## config.mk

```make
export PLATFORM = sky130hd
export DESIGN_NAME = serial_adder
export DESIGN_NICKNAME = d
export VERILOG_FILES = /design/src/rtl/serial_adder_pkg.sv /design/src/rtl/serial_adder_fa_bit.sv /design/src/rtl/serial_adder.sv
export SDC_FILE = /design/constraint.sdc
export NUM_CORES = 1
export LEC_CHECK = 0
export ABC_AREA = 1
export CORE_MARGIN = 2
export CORE_UTILIZATION = 51
export DETAILED_ROUTE_END_ITERATION = 8
export PLACE_DENSITY = 0.79
export SLEW_MARGIN = 20
export SYNTH_ARGS = -nofsm -noshare
export SYNTH_HDL_FRONTEND = slang
export SYNTH_SLANG_ARGS = --single-unit
```

## constraint.sdc

```tcl
create_clock -name clk -period 1.7 [get_ports clk]
set_input_delay 0.17 -clock clk [delete_from_list [all_inputs] [get_ports clk]]
set_output_delay 0.17 -clock clk [all_outputs]
set_load 0.01 [all_outputs]
```

## src/rtl/serial_adder_pkg.sv

```systemverilog
// Shared types and defaults for the bit-serial adder.
package serial_adder_pkg;

  localparam int unsigned SA_DEFAULT_WIDTH = 8;

  typedef enum logic [1:0] {
    IDLE  = 2'd0,
    SHIFT = 2'd1,
    DONE  = 2'd2
  } sa_state_e;

endpackage

```

## src/rtl/serial_adder_fa_bit.sv

```systemverilog
// One-bit full adder used as the serial datapath of serial_adder.
module fa_bit (
  input  logic x,
  input  logic y,
  input  logic ci,
  output logic s,
  output logic co
);

  assign s  = x ^ y ^ ci;
  assign co = (x & y) | (ci & (x ^ y));

endmodule

```

## src/rtl/serial_adder.sv

```systemverilog
// Bit-serial adder: one operand bit per SHIFT cycle, LSB first.
// Define SERIAL_ADDER_OVF_EN to add the registered signed-overflow output ovf.
module serial_adder
  import serial_adder_pkg::*;
#(
  parameter int unsigned WIDTH = SA_DEFAULT_WIDTH
) (
  input  logic             clk,
  input  logic             rst_n,
  input  logic             start,
  input  logic [WIDTH-1:0] a,
  input  logic [WIDTH-1:0] b,
  input  logic             cin,
  output logic             busy,
  output logic             done,
  output logic [WIDTH-1:0] sum,
  output logic             cout
`ifdef SERIAL_ADDER_OVF_EN
  ,
  output logic             ovf
`endif
);

  localparam int unsigned CW = $clog2(WIDTH + 1);
  localparam logic [CW-1:0] LAST_CNT = CW'(WIDTH - 1);

  sa_state_e        state_q, state_d;
  logic [WIDTH-1:0] a_q, a_d;
  logic [WIDTH-1:0] b_q, b_d;
  logic [WIDTH-1:0] sum_q, sum_d;
  logic [CW-1:0]    cnt_q, cnt_d;
  logic             carry_q, carry_d;
  logic             cout_q, cout_d;
  logic             fa_s, fa_co;
`ifdef SERIAL_ADDER_OVF_EN
  logic             ovf_q, ovf_d;
`endif

  fa_bit u_fa (
    .x  (a_q[0]),
    .y  (b_q[0]),
    .ci (carry_q),
    .s  (fa_s),
    .co (fa_co)
  );

  always_ff @(posedge clk or negedge rst_n) begin
    if (!rst_n) begin
      state_q <= IDLE;
      a_q     <= '0;
      b_q     <= '0;
      sum_q   <= '0;
      cnt_q   <= '0;
      carry_q <= 1'b0;
      cout_q  <= 1'b0;
`ifdef SERIAL_ADDER_OVF_EN
      ovf_q   <= 1'b0;
`endif
    end else begin
      state_q <= state_d;
      a_q     <= a_d;
      b_q     <= b_d;
      sum_q   <= sum_d;
      cnt_q   <= cnt_d;
      carry_q <= carry_d;
      cout_q  <= cout_d;
`ifdef SERIAL_ADDER_OVF_EN
      ovf_q   <= ovf_d;
`endif
    end
  end

  always_comb begin
    state_d = state_q;
    a_d     = a_q;
    b_d     = b_q;
    sum_d   = sum_q;
    cnt_d   = cnt_q;
    carry_d = carry_q;
    cout_d  = cout_q;
`ifdef SERIAL_ADDER_OVF_EN
    ovf_d   = ovf_q;
`endif
    unique case (state_q)
      IDLE: begin
        if (start) begin
          a_d     = a;
          b_d     = b;
          carry_d = cin;
          cnt_d   = '0;
          state_d = SHIFT;
        end
      end
      SHIFT: begin
        sum_d   = {fa_s, sum_q[WIDTH-1:1]};
        a_d     = a_q >> 1;
        b_d     = b_q >> 1;
        carry_d = fa_co;
        cnt_d   = cnt_q + CW'(1);
        // On the MSB cycle carry_q is the carry into the MSB.
        if (cnt_q == LAST_CNT) begin
          cout_d  = fa_co;
`ifdef SERIAL_ADDER_OVF_EN
          ovf_d   = carry_q ^ fa_co;
`endif
          state_d = DONE;
        end
      end
      DONE:    state_d = IDLE;
      default: state_d = IDLE;
    endcase
  end

  assign busy = (state_q == SHIFT) || (state_q == DONE);
  assign done = (state_q == DONE);
  assign sum  = sum_q;
  assign cout = cout_q;
`ifdef SERIAL_ADDER_OVF_EN
  assign ovf  = ovf_q;
`endif

endmodule

```

==> results by group, run 1 <==
Timing
  • Period Utilization, post-route: 91.0%
  • Final min period: 1.55 ns
  • TNS Setup: 0 ns
  • Post-Route Skew: 0.00531 ns
  • Hold Violations, Final: 0
  • Unrepaired setup endpoints after global routing: false
  • Actual slew at the worst max-slew pin: 0.479 ns
  • Max_slew headroom: 68.0%
  • Hold WS: 0.227 ns
  • # setup viols final: 0
  • Max Fclk: 646 MHz
  • Fin. max-slew vios: 0
  • Final WS setup: 0.152 ns

Logic synthesis
  • Complex-gate fraction of the synthesized area: 9.49%
  • Proportion of synthesized area in mux cells: 0%
  • Post-Synth Adder-Cell Area: 4.43%
  • Synth Register Bits: 32
  • Ys flop type: dfrtp_1
  • Synth Cell Area: 1580 um2
  • Post-synth EDFFs: 0
  • Largest family of logic cells by synthesized area: simple AND/OR/NAND/NOR gates
  • FFs w/ async S/R, synth: 100%
  • Post-Syn Nets: 203
  • Synth unique cells: 21
  • Syn avg cell area: 8.88 um2
  • Syn Inst Count: 178
  • Post-Synth Simple-Gate Area: 28.1%
  • Register area share after synthesis: 50.6%
  • Ys Warns: 0
  • Xor and xnor area share after synthesis: 0%

Die
  • Initial Utilization: 52.7%
  • DIE WIDTH: 59.7 um
  • Die Ht: 59.7 um
  • Site Rows: 20
  • I/O pin count: 31
  • Die area: 3560 um2
  • Core area: 3000 um2

Pwr
  • Internal power contribution: 0.00192 W
  • Clock power frac: 13.9%
  • Switching share of power: 40.0%
  • Combinational Power Share: 45.3%
  • Lkg Pwr: 0.995 nW
  • Cell Pwr Density: 1650 nW/um2
  • VDD IR max: 0.625 mV
  • Sequential power share: 40.8%
  • Net Sw Power: 0.00128 W

Clocking
  • Hold-fix buffers at CTS: 0
  • H-tree depth: 2
  • Worst skew pair latency: 0.33 ns
  • CTS buffer count: 5
  • Clock Path Buffers: 2
  • CTS root buffer: clkbuf_4
  • CTS tree: yes
  • Reg clk slew, reported paths: 0.09 ns
  • Sink Count: 32

Critical path
  • Most frequent CP cell: buf_4
  • Crit. End Element: flip-flop
  • Slowest cell delay on critical path: 0.39 ns
  • Crit path launch type: flip-flop
  • Crit-path cells: buf_4, ha_1, buf_4, or2_2, o211ai_1, nand2_1
  • Worst r2r path cells: 6
  • Critical Path AT: 1.76 ns
  • FF-to-FF End: b_q[5]
  • FF-to-FF setup slack: 0.15 ns
  • Worst R2R Start: state_q[0]
  • CP max stage cell: dfrtp_1
  • Worst EP required: 1.92 ns
  • Setup CP Type: flip-flop to flip-flop
  • Crit-path max FO: 18

Place
  • Detail Placement HPWL: 2.05 mm
  • Post-DP Area: 1870 um2
  • Routability-driven placement congestion ratio: 0.687
  • Pre-CTS setup slack: 0.193 ns
  • Buffers on Ports: 30

Finish
  • Nets@finish: 237
  • Antenna Diode Count: 0
  • Area Growth Syn to Fin: 22.7%
  • Leading cell type in the layout, fill and taps excluded: nand2_1
  • Most frequent cells in the layout: 79 x nand2_1, 32 x dfrtp_1, 28 x clkdlybuf4s50_1, 10 x o211ai_1
  • Fin area: 1940 um2
  • Layout cells sized above 1: 12.2%
  • Fillcell total: 251
  • Area occupied by multi-input gates: 664 um2
  • Final Util: 64.6%
  • Sequential Area: 801 um2

Global route
  • GRT overflow: 0
  • First-pass GRT wire length: 5.18 mm
  • Initial antenna violation count: 0
  • Vias in the first global route: 1207
  • Tot GR Track Use: 19.8%
  • Largest net degree at the start of global routing: 33

Detailed routing
  • Via count: 1267
  • Routed WL: 2.96 mm
  • Iteration-0 DRC count of the detailed router: 49
  • DRC Markers: 0
  • WL met2: 1.46 mm
  • WL/cell: 12.0 um
  • Pre-antenna DRT Iters: 4
  • DR WL met3: 127 um
  • Antenna-violating nets left: 0
  • Max layer used: met4
  • Vias per cell: 5.15
  • M1 WL: 1.32 mm

Hold path
  • Class of the worst hold path: input pin to async pin

Flow run
  • Max-cap violations: 0

Outcome
  • Status: finished, final reports clean
==> critical path: cells and delay by family, from the launching register on <==
family	cells	cell delay, ns
flops	1	0.39
simple gates	2	0.37
fa+ha+maj	1	0.24
buf+inv	2	0.35
compound gates	1	0.09
==> per-stage QoR <==
| stage | power, W | cells |
|---|---|---|
| detailed placement | 0.00277 | 236 |
| global route | 0.00351 | 246 |
| finish | 0.00320 | 246 |
| CTS | 0.00323 | 246 |
| global placement | 0.00270 | 236 |
| floorplan | 0.00241 | 178 |
==> synth_stat cells, types with 2 or more instances <==
library cell | number | area share, %
a21oi_1 | 2 | 0.63
buf_6 | 6 | 4.3
dfrtp_1 | 32 | 51
ha_1 | 4 | 3.2
inv_1 | 7 | 1.7
nand2_1 | 79 | 19
nand3_1 | 8 | 2.5
nor2_1 | 4 | 0.95
o211ai_1 | 10 | 4.7
o211ai_2 | 4 | 3.2
o21ai_1 | 2 | 0.63
or2_1 | 4 | 1.6
or2_2 | 8 | 3.2
==> flip-flops by register name, summed over array words and instances (netlist names) <==
| register | flops |
|---|---|
| sum | 8 |
| state_q | 2 |
| a_q | 8 |
| carry_q | 1 |
| b_q | 8 |
| cnt_q | 4 |
| cout | 1 |
==> power by group through the flow <==
| stage | registers [W] | logic, W | clock network [W] |
|---|---|---|---|
| after global placement | 0.00130 | 0.00140 | 0 |
| after global routing | 0.00135 | 0.00166 | 0.000500 |
| after detailed placement | 0.00132 | 0.00145 | 0 |
| final | 0.00131 | 0.00145 | 0.000446 |
| after CTS | 0.00130 | 0.00147 | 0.000466 |
| after floorplan | 0.00132 | 0.00109 | 0 |
==> layout make-up <==
class,count,area share [%]
Inverter,9,1.87
Timing Repair Buffer,35,17.5
Sequential cell,32,41.3
Tap cell,33,2.13
Clock buffer,8,3.03
Multi-Input combinational cell,129,34.2
==> kinds of logic (layout without fill, tap and decap cells) <==
family	Yosys count	count (layout)
buffers and inverters	17	52
and+or+nand+nor	105	105
AOI/OAI and AO/OA	19	19
adders and majority gates	5	5
DFF	32	32
==> worst max path at each step <==
stage / from / end / slack, ns / cells after the start
2_1_floorplan: state_q[1] / a_q[0] / 0.40 / 7
3_3_place_gp: state_q[1] / a_q[5] / 0.26 / 7
3_5_place_dp: state_q[0] / b_q[4] / 0.19 / 8
4_1_cts: state_q[1] / done / 0.01 / 3
5_1_grt: state_q[0] / cnt_q[2] / 0.04 / 6
6_report: state_q[0] / b_q[5] / 0.15 / 6
==> metal layers <==
layer / global-route usage, % / up-vias
met1: 23.9 / 600
li1: - / 633
met4: 6.98 / 0
met5: 0 / -
met3: 7.14 / 7
met2: 32.8 / 27
==> timing repair <==
item	CTS	global route
endpoints found under the setup margin	1	1
endpoints found under the hold margin	0	0
pin swaps	0	0
resized for setup	1	1
buffers inserted	2	0
No activity file was read; power rests on OpenSTA's default activity.
==> run 2: changes to the inputs <==
- CORE_MARGIN: 2 -> 5
- CORE_UTILIZATION: 51 -> 46
- PLACE_DENSITY: 0.79 -> default
- PLACE_DENSITY_LB_ADDON: default -> 0.25
- clock period: 1.7 -> 1.4 ns (I/O delays scaled with it)
==> run 2 against run 1 <==
Against the previous run: maximum frequency grew 11%; combinational power grew 60%; clock power grew 26%.
==> results by group, run 2 (synthesis results as in run 1) <==
Finish
  • Final Util: 64.2% (-0.40 points)
  • Fillcell total: 307 (+22%)
  • Layout cells sized above 1: 21.4% (+9.2 points)
  • Nets@finish: 248 (+4.6%)
  • Most frequent cells in the layout: 75 x nand2_1, 32 x dfrtp_1, 19 x clkdlybuf4s50_1, 10 x o211ai_1, 9 x or2_4
  • Antenna Diode Count: 0 (unchanged)
  • Fin area: 2140 um2 (+10%)
  • Leading cell type in the layout, fill and taps excluded: nand2_1
  • Area Growth Syn to Fin: 35.5%

Detailed routing
  • WL/cell: 13.5 um (+13%)
  • Iteration-0 DRC count of the detailed router: 94 (+92%)
  • Vias per cell: 5.04 (-2.2%)
  • DRC Markers: 0 (unchanged)
  • Pre-antenna DRT Iters: 4 (unchanged)
  • Via count: 1360 (+7.3%)
  • Antenna-violating nets left: 0 (unchanged)
  • Routed WL: 3.66 mm (+24%)

Timing
  • Final WS setup: 0.00437 ns (-0.148 ns)
  • Max_slew headroom: 72.7% (+4.6 points)
  • Unrepaired setup endpoints after global routing: true
  • # setup viols final: 0 (unchanged)
  • Hold Violations, Final: 0 (unchanged)
  • Post-Route Skew: 0.0133 ns (+0.00797 ns)
  • TNS Setup: 0 ns (unchanged)
  • Max Fclk: 717 MHz (+11%)
  • Actual slew at the worst max-slew pin: 0.410 ns (-0.0688 ns)
  • Fin. max-slew vios: 0 (unchanged)
  • Period Utilization, post-route: 99.7% (+8.6 points)
  • Final min period: 1.40 ns (-0.152 ns)

Flow run
  • Max-cap violations: 0 (unchanged)

Pwr
  • Cell Pwr Density: 2080 nW/um2 (+26%)
  • Clock power frac: 12.6% (-1.3 points)
  • VDD IR max: 0.861 mV (+38%)
  • Lkg Pwr: 1.12 nW (+12%)
  • Sequential power share: 35.4% (-5.4 points)
  • Total power: 0.00446 W (+39%)
  • Combinational Power Share: 51.9% (+6.6 points)
  • Switching share of power: 40.4% (+0.36 points)
  • Internal power contribution: 0.00266 W (+38%)
  • Net Sw Power: 0.00180 W (+41%)

Critical path
  • Worst EP required: 1.62 ns (-0.30 ns)
  • Crit-path max FO: 7 (-11)
  • Slowest cell delay on critical path: 0.42 ns (+0.03 ns)
  • FF-to-FF setup slack: 0.004 ns (-0.15 ns)
  • Worst R2R Start: state_q[0]
  • Critical Path AT: 1.62 ns (-0.14 ns)
  • Crit path launch type: flip-flop
  • Crit. End Element: flip-flop
  • Worst Setup SP: state_q[0]
  • CP max stage cell: dfrtp_1
  • Most frequent CP cell: buf_6
  • Crit-path cells: buf_6, ha_4, buf_6, buf_4, o211ai_1, nand2_1
  • Setup CP Type: flip-flop to flip-flop

Place
  • Routability-driven placement congestion ratio: 0.737 (+7.2%)
  • Pre-CTS setup slack: -0.0422 ns (-0.235 ns)
  • Detail Placement HPWL: 2.36 mm (+15%)
  • Buffers on Ports: 30 (unchanged)
  • Post-DP Area: 1950 um2 (+4.4%)

Clocking
  • CTS root buffer: clkbuf_4
  • H-tree depth: 2 (unchanged)
  • Reg clk slew, reported paths: 0.10 ns (about the same)
  • Clock Path Buffers: 2 (unchanged)
  • CTS buffer count: 5 (unchanged)
  • Hold-fix buffers at CTS: 0 (unchanged)
  • Worst skew pair latency: 0.34 ns (about the same)
  • Sink Count: 32 (unchanged)
  • CTS tree: yes

Global route
  • Vias in the first global route: 1360 (+13%)
  • GRT overflow: 0 (unchanged)
  • Largest net degree at the start of global routing: 33 (unchanged)
  • First-pass GRT wire length: 6.16 mm (+19%)
  • Initial antenna violation count: 0 (unchanged)
  • Tot GR Track Use: 17.9% (-2.0 points)

Die
  • Core area: 3340 um2 (+11%)
  • Die area: 4710 um2 (+32%)
  • Die Ht: 68.6 um (+15%)
  • Site Rows: 21 (+5.0%)
  • DIE WIDTH: 68.6 um (+15%)
  • Initial Utilization: 47.4% (-5.3 points)
  • I/O pin count: 31 (unchanged)

Hold path
  • Class of the worst hold path: input pin to async pin

Outcome
  • Status: finished, final reports clean
==> run 2: final timing paths <==
| kind | cells past startpoint | end |
|---|---|---|
| hold / removal | 2 | b_q[5] |
| hold reg to reg | 2 | b_q[3] |
| setup / recovery | 6 | a_q[2] |
| max in group asynchronous | 2 | a_q[5] |
| min in group clk | 3 | b_q[7] |
| setup reg to reg | 6 | a_q[2] |
==> run 2: through the flow <==
stage	cells	hold slack [ns]
3_3_place_gp	256	0.455
3_5_place_dp	256	0.468
5_1_grt	270	0.223
6_report	270	0.190
4_1_cts	269	0.197
2_1_floorplan	178	-0.156
==> run 2: power by group through the flow <==
stage | combinational, W | clock, W | sequential [W]
3_5_place_dp | 0.00197 | 0 | 0.00160
5_1_grt | 0.00256 | 0.000624 | 0.00163
4_1_cts | 0.00214 | 0.000576 | 0.00158
3_3_place_gp | 0.00187 | 0 | 0.00158
2_1_floorplan | 0.00133 | 0 | 0.00160
6_report | 0.00232 | 0.000563 | 0.00158
==> run 2: timing repair <==
item,CTS,global route
pin swaps,5,28
setup buffers,4,0
cloned,1,1
setup endpoints to repair,24,19
resized for setup,30,19
==> run 2: routing by layer <==
metal,vias up,global-route usage (%),share of wire (%)
met5,-,0,0
met4,0,6.70,2.4
met3,11,5.51,5.4
met2,34,29.2,50
met1,655,22.1,43
li1,660,-,-
==> run 2: area by class of cell <==
cell class	instances	area, um2	area share (%)
flip-flops and latches	32	801	37.4
multi-input cells	130	747	34.9
repair buffers	45	438	20.4
clock buffers	8	58.8	2.74
well taps	46	57.6	2.69
inverters	9	41.3	1.93
==> run 2: worst max-delay path: cells and delay by family (launching register included) <==
family,cells,cell delay [ns]
flops,1,0.42
compound gates,1,0.18
buf+inv,3,0.41
fa+ha+maj,1,0.20
simple gates,1,0.08
==> run 3: changes to the inputs <==
- ABC_CLOCK_PERIOD_IN_PS: default -> 1400
- CORE_UTILIZATION: 46 -> 45
- SYNTH_HIERARCHICAL: default -> 1
==> run 3 against run 2 <==
Against the previous run: the flow now finishes with violations (negative setup slack); non-clock buffer count stayed put; core utilization rose by 1.2 points; routed wire length shrank 2.5%; cell area is 1.9% higher; first-iteration DRC count is 21% lower; largest power group unchanged.
==> results by group, run 3 <==
Outcome
  • Status: finished with violations
  • Failing checks: negative setup slack

Clocking
  • H-tree depth: 2 (unchanged)
  • Hold-fix buffers at CTS: 0 (unchanged)
  • Clock Path Buffers: 2 (unchanged)
  • Sink Count: 32 (unchanged)
  • Worst skew pair latency: 0.33 ns (about the same)
  • CTS buffer count: 5 (unchanged)
  • Reg clk slew, reported paths: 0.10 ns (about the same)
  • CTS tree: yes
  • CTS root buffer: clkbuf_4

Critical path
  • Crit-path cells: buf_6, ha_4, buf_12, or2_2, o211ai_1, nand2_1
  • Slowest cell delay on critical path: 0.40 ns (-0.02 ns)
  • Worst EP required: 1.62 ns (about the same)
  • Cell family with most CP delay: flip-flops
  • CP max stage cell: dfrtp_1
  • CP bufs+invs: 2 (-1)
  • Crit path launch type: flip-flop
  • Critical Path AT: 1.63 ns (about the same)
  • Crit. End Element: flip-flop
  • Setup CP Type: flip-flop to flip-flop
  • Crit-path max FO: 6 (-1)

Pwr
  • Cell Pwr Density: 2110 nW/um2 (+1.2%)
  • Internal power contribution: 0.00284 W (+7.0%)
  • Sequential power share: 34.6% (-0.8 points)
  • VDD IR max: 1.06 mV (+23%)
  • Combinational Power Share: 53.2% (+1.3 points)
  • Clock power frac: 12.1% (-0.5 points)
  • Net Sw Power: 0.00176 W (-2.5%)
  • Switching share of power: 38.2% (-2.2 points)
  • Lkg Pwr: 1.14 nW (+1.6%)

Hold path
  • Class of the worst hold path: input pin to async pin

Die
  • Die Ht: 68.7 um (+0.12%)
  • Site Rows: 21 (unchanged)
  • I/O pin count: 31 (unchanged)
  • Core area: 3340 um2 (unchanged)
  • Initial Utilization: 46.5% (-0.90 points)
  • Die area: 4720 um2 (+0.23%)
  • DIE WIDTH: 68.7 um (+0.12%)

Timing
  • Period Utilization, post-route: 101% (+0.83 points)
  • # setup viols final: 1 (+1)
  • Max_slew headroom: 72.9% (+0.26 points)
  • Final min period: 1.41 ns (+0.0116 ns)
  • Unrepaired setup endpoints after global routing: true
  • Max Fclk: 711 MHz (-0.83%)
  • Post-Route Skew: 0.00765 ns (-0.00564 ns)
  • TNS Setup: -0.00728 ns (-0.00728 ns)
  • Final WS setup: -0.00728 ns (-0.0116 ns)
  • Hold Violations, Final: 0 (unchanged)
  • Fin. max-slew vios: 0 (unchanged)
  • Actual slew at the worst max-slew pin: 0.406 ns (-0.00397 ns)

Logic synthesis
  • Complex-gate fraction of the synthesized area: 8.87% (-0.62 points)
  • Proportion of synthesized area in mux cells: 0% (unchanged)
  • Ys Warns: 6 (+6)
  • Post-Syn Nets: 201 (-0.99%)
  • Synth Cell Area: 1550 um2 (-1.9%)
  • Synth top area cells: dfrtp_1 52%, nand2_1 18%, o211ai_1 7.3%
  • Top cells by count, synth: 75 x nand2_1, 32 x dfrtp_1, 15 x o211ai_1
  • Register area share after synthesis: 51.6% (+0.98 points)
  • Syn Inst Count: 176 (-1.1%)
  • FFs w/ async S/R, synth: 100% (unchanged)
  • Xor and xnor area share after synthesis: 0% (unchanged)
  • Syn avg cell area: 8.82 um2 (-0.78%)
  • Post-Synth Adder-Cell Area: 4.52% (+0.086 points)
  • Post-synth EDFFs: 0 (unchanged)
  • Top-count cell post-synth: nand2_1
  • Biggest area consumer among synthesized cells: dfrtp_1
  • Synth unique cells: 17 (-19%)
  • Share of the synthesized area in the top cell type: 51.6% (+0.98 points)
  • Ys flop type: dfrtp_1
  • Largest family of logic cells by synthesized area: simple AND/OR/NAND/NOR gates
  • Synth Register Bits: 32 (unchanged)
  • Post-Synth Simple-Gate Area: 28.1% (about the same)

Finish
  • Final Util: 65.4% (+1.2 points)
  • Layout cells sized above 1: 19.0% (-2.4 points)
  • Antenna Diode Count: 0 (unchanged)
  • Leading cell type in the layout, fill and taps excluded: nand2_1
  • Finished Layout Cells: 267 (-1.1%)
  • Nets@finish: 245 (-1.2%)
  • Most frequent cells in the layout: 72 x nand2_1, 32 x dfrtp_1, 19 x clkdlybuf4s50_1, 15 x o211ai_1, 8 x nand3_1
  • Area Growth Syn to Fin: 40.7%

Place
  • Routability-driven placement congestion ratio: 0.822 (+12%)
  • Pre-CTS setup slack: -0.0115 ns (+0.0307 ns)
  • Buffers on Ports: 30 (unchanged)
  • DP Cell Count: 252 (-1.6%)
  • Detail Placement HPWL: 2.31 mm (-2.0%)

Global route
  • Tot GR Track Use: 16.5% (-1.4 points)
  • Largest net degree at the start of global routing: 33 (unchanged)
  • Initial antenna violation count: 0 (unchanged)
  • First-pass GRT wire length: 5.82 mm (-5.5%)
  • Vias in the first global route: 1327 (-2.4%)
  • GRT overflow: 0 (unchanged)

Detailed routing
  • Pre-antenna DRT Iters: 4 (unchanged)
  • Vias per cell: 4.94 (-1.9%)
  • DRC Markers: 0 (unchanged)
  • WL/cell: 13.4 um (-1.4%)
  • Antenna-violating nets left: 0 (unchanged)
  • Routed WL: 3.57 mm (-2.5%)
  • Via count: 1320 (-2.9%)
  • Iteration-0 DRC count of the detailed router: 74 (-21%)

Flow run
  • Max-cap violations: 0 (unchanged)
==> run 3: logic make-up after synthesis <==
kind of cell               count (synthesis)
and+or+nand+nor                          102
DFF                                       32
buffers and inverters                     17
AOI/OAI and AO/OA                         20
adders and majority gates                  5
==> run 3: power by group through the flow <==
stage / clock network [W] / logic [W] / registers, W
6_report: 0.000557 / 0.00245 / 0.00159
5_1_grt: 0.000622 / 0.00271 / 0.00165
4_1_cts: 0.000563 / 0.00202 / 0.00159
3_5_place_dp: 0 / 0.00187 / 0.00161
3_3_place_gp: 0 / 0.00181 / 0.00159
2_1_floorplan: 0 / 0.00124 / 0.00159
==> run 3: layout make-up <==
cell class	instances	area [um2]
clock buffers	8	58.8
repair buffers	45	536
inverters	9	41.3
multi-input cells	127	689
well taps	46	57.6
fillers	288	1150
flip-flops and latches	32	801
==> run 3: final timing paths <==
check | start | endpoint | slack [ns] | cells after the start
min reg2reg | sum[0] | sum[0] | 0.48 | 2
min in group clk | b[7] | b_q[7] | 0.37 | 3
min | rst_n | cout | 0.20 | 2
max in group asynchronous | rst_n | cnt_q[1] | 0.91 | 2
max | state_q[0] | b_q[3] | -0.007 | 6
max reg2reg | state_q[0] | b_q[3] | -0.007 | 6
==> run 3: repair_timing <==
item | CTS | global route
setup endpoints to repair | 20 | 30
buffers inserted | 1 | 3
cloned | 1 | 2
gates resized for setup | 20 | 22
pin swaps | 11 | 35
==> run 3: routing by layer <==
layer | wire, um | GRT usage [%]
met3 | 187 | 4.05
met2 | 1760 | 27.5
met4 | 43 | 5.11
met1 | 1570 | 21.0
met5 | 0 | 0
==> run 3: per-stage QoR <==
stage,power (W),instance area (um2),hold WS (ns)
floorplan,0.00284,1550,-0.156
global placement,0.00340,1920,0.455
detailed placement,0.00348,1920,0.466
CTS,0.00417,2030,0.202
global route,0.00498,2180,0.231
finish,0.00460,2180,0.198
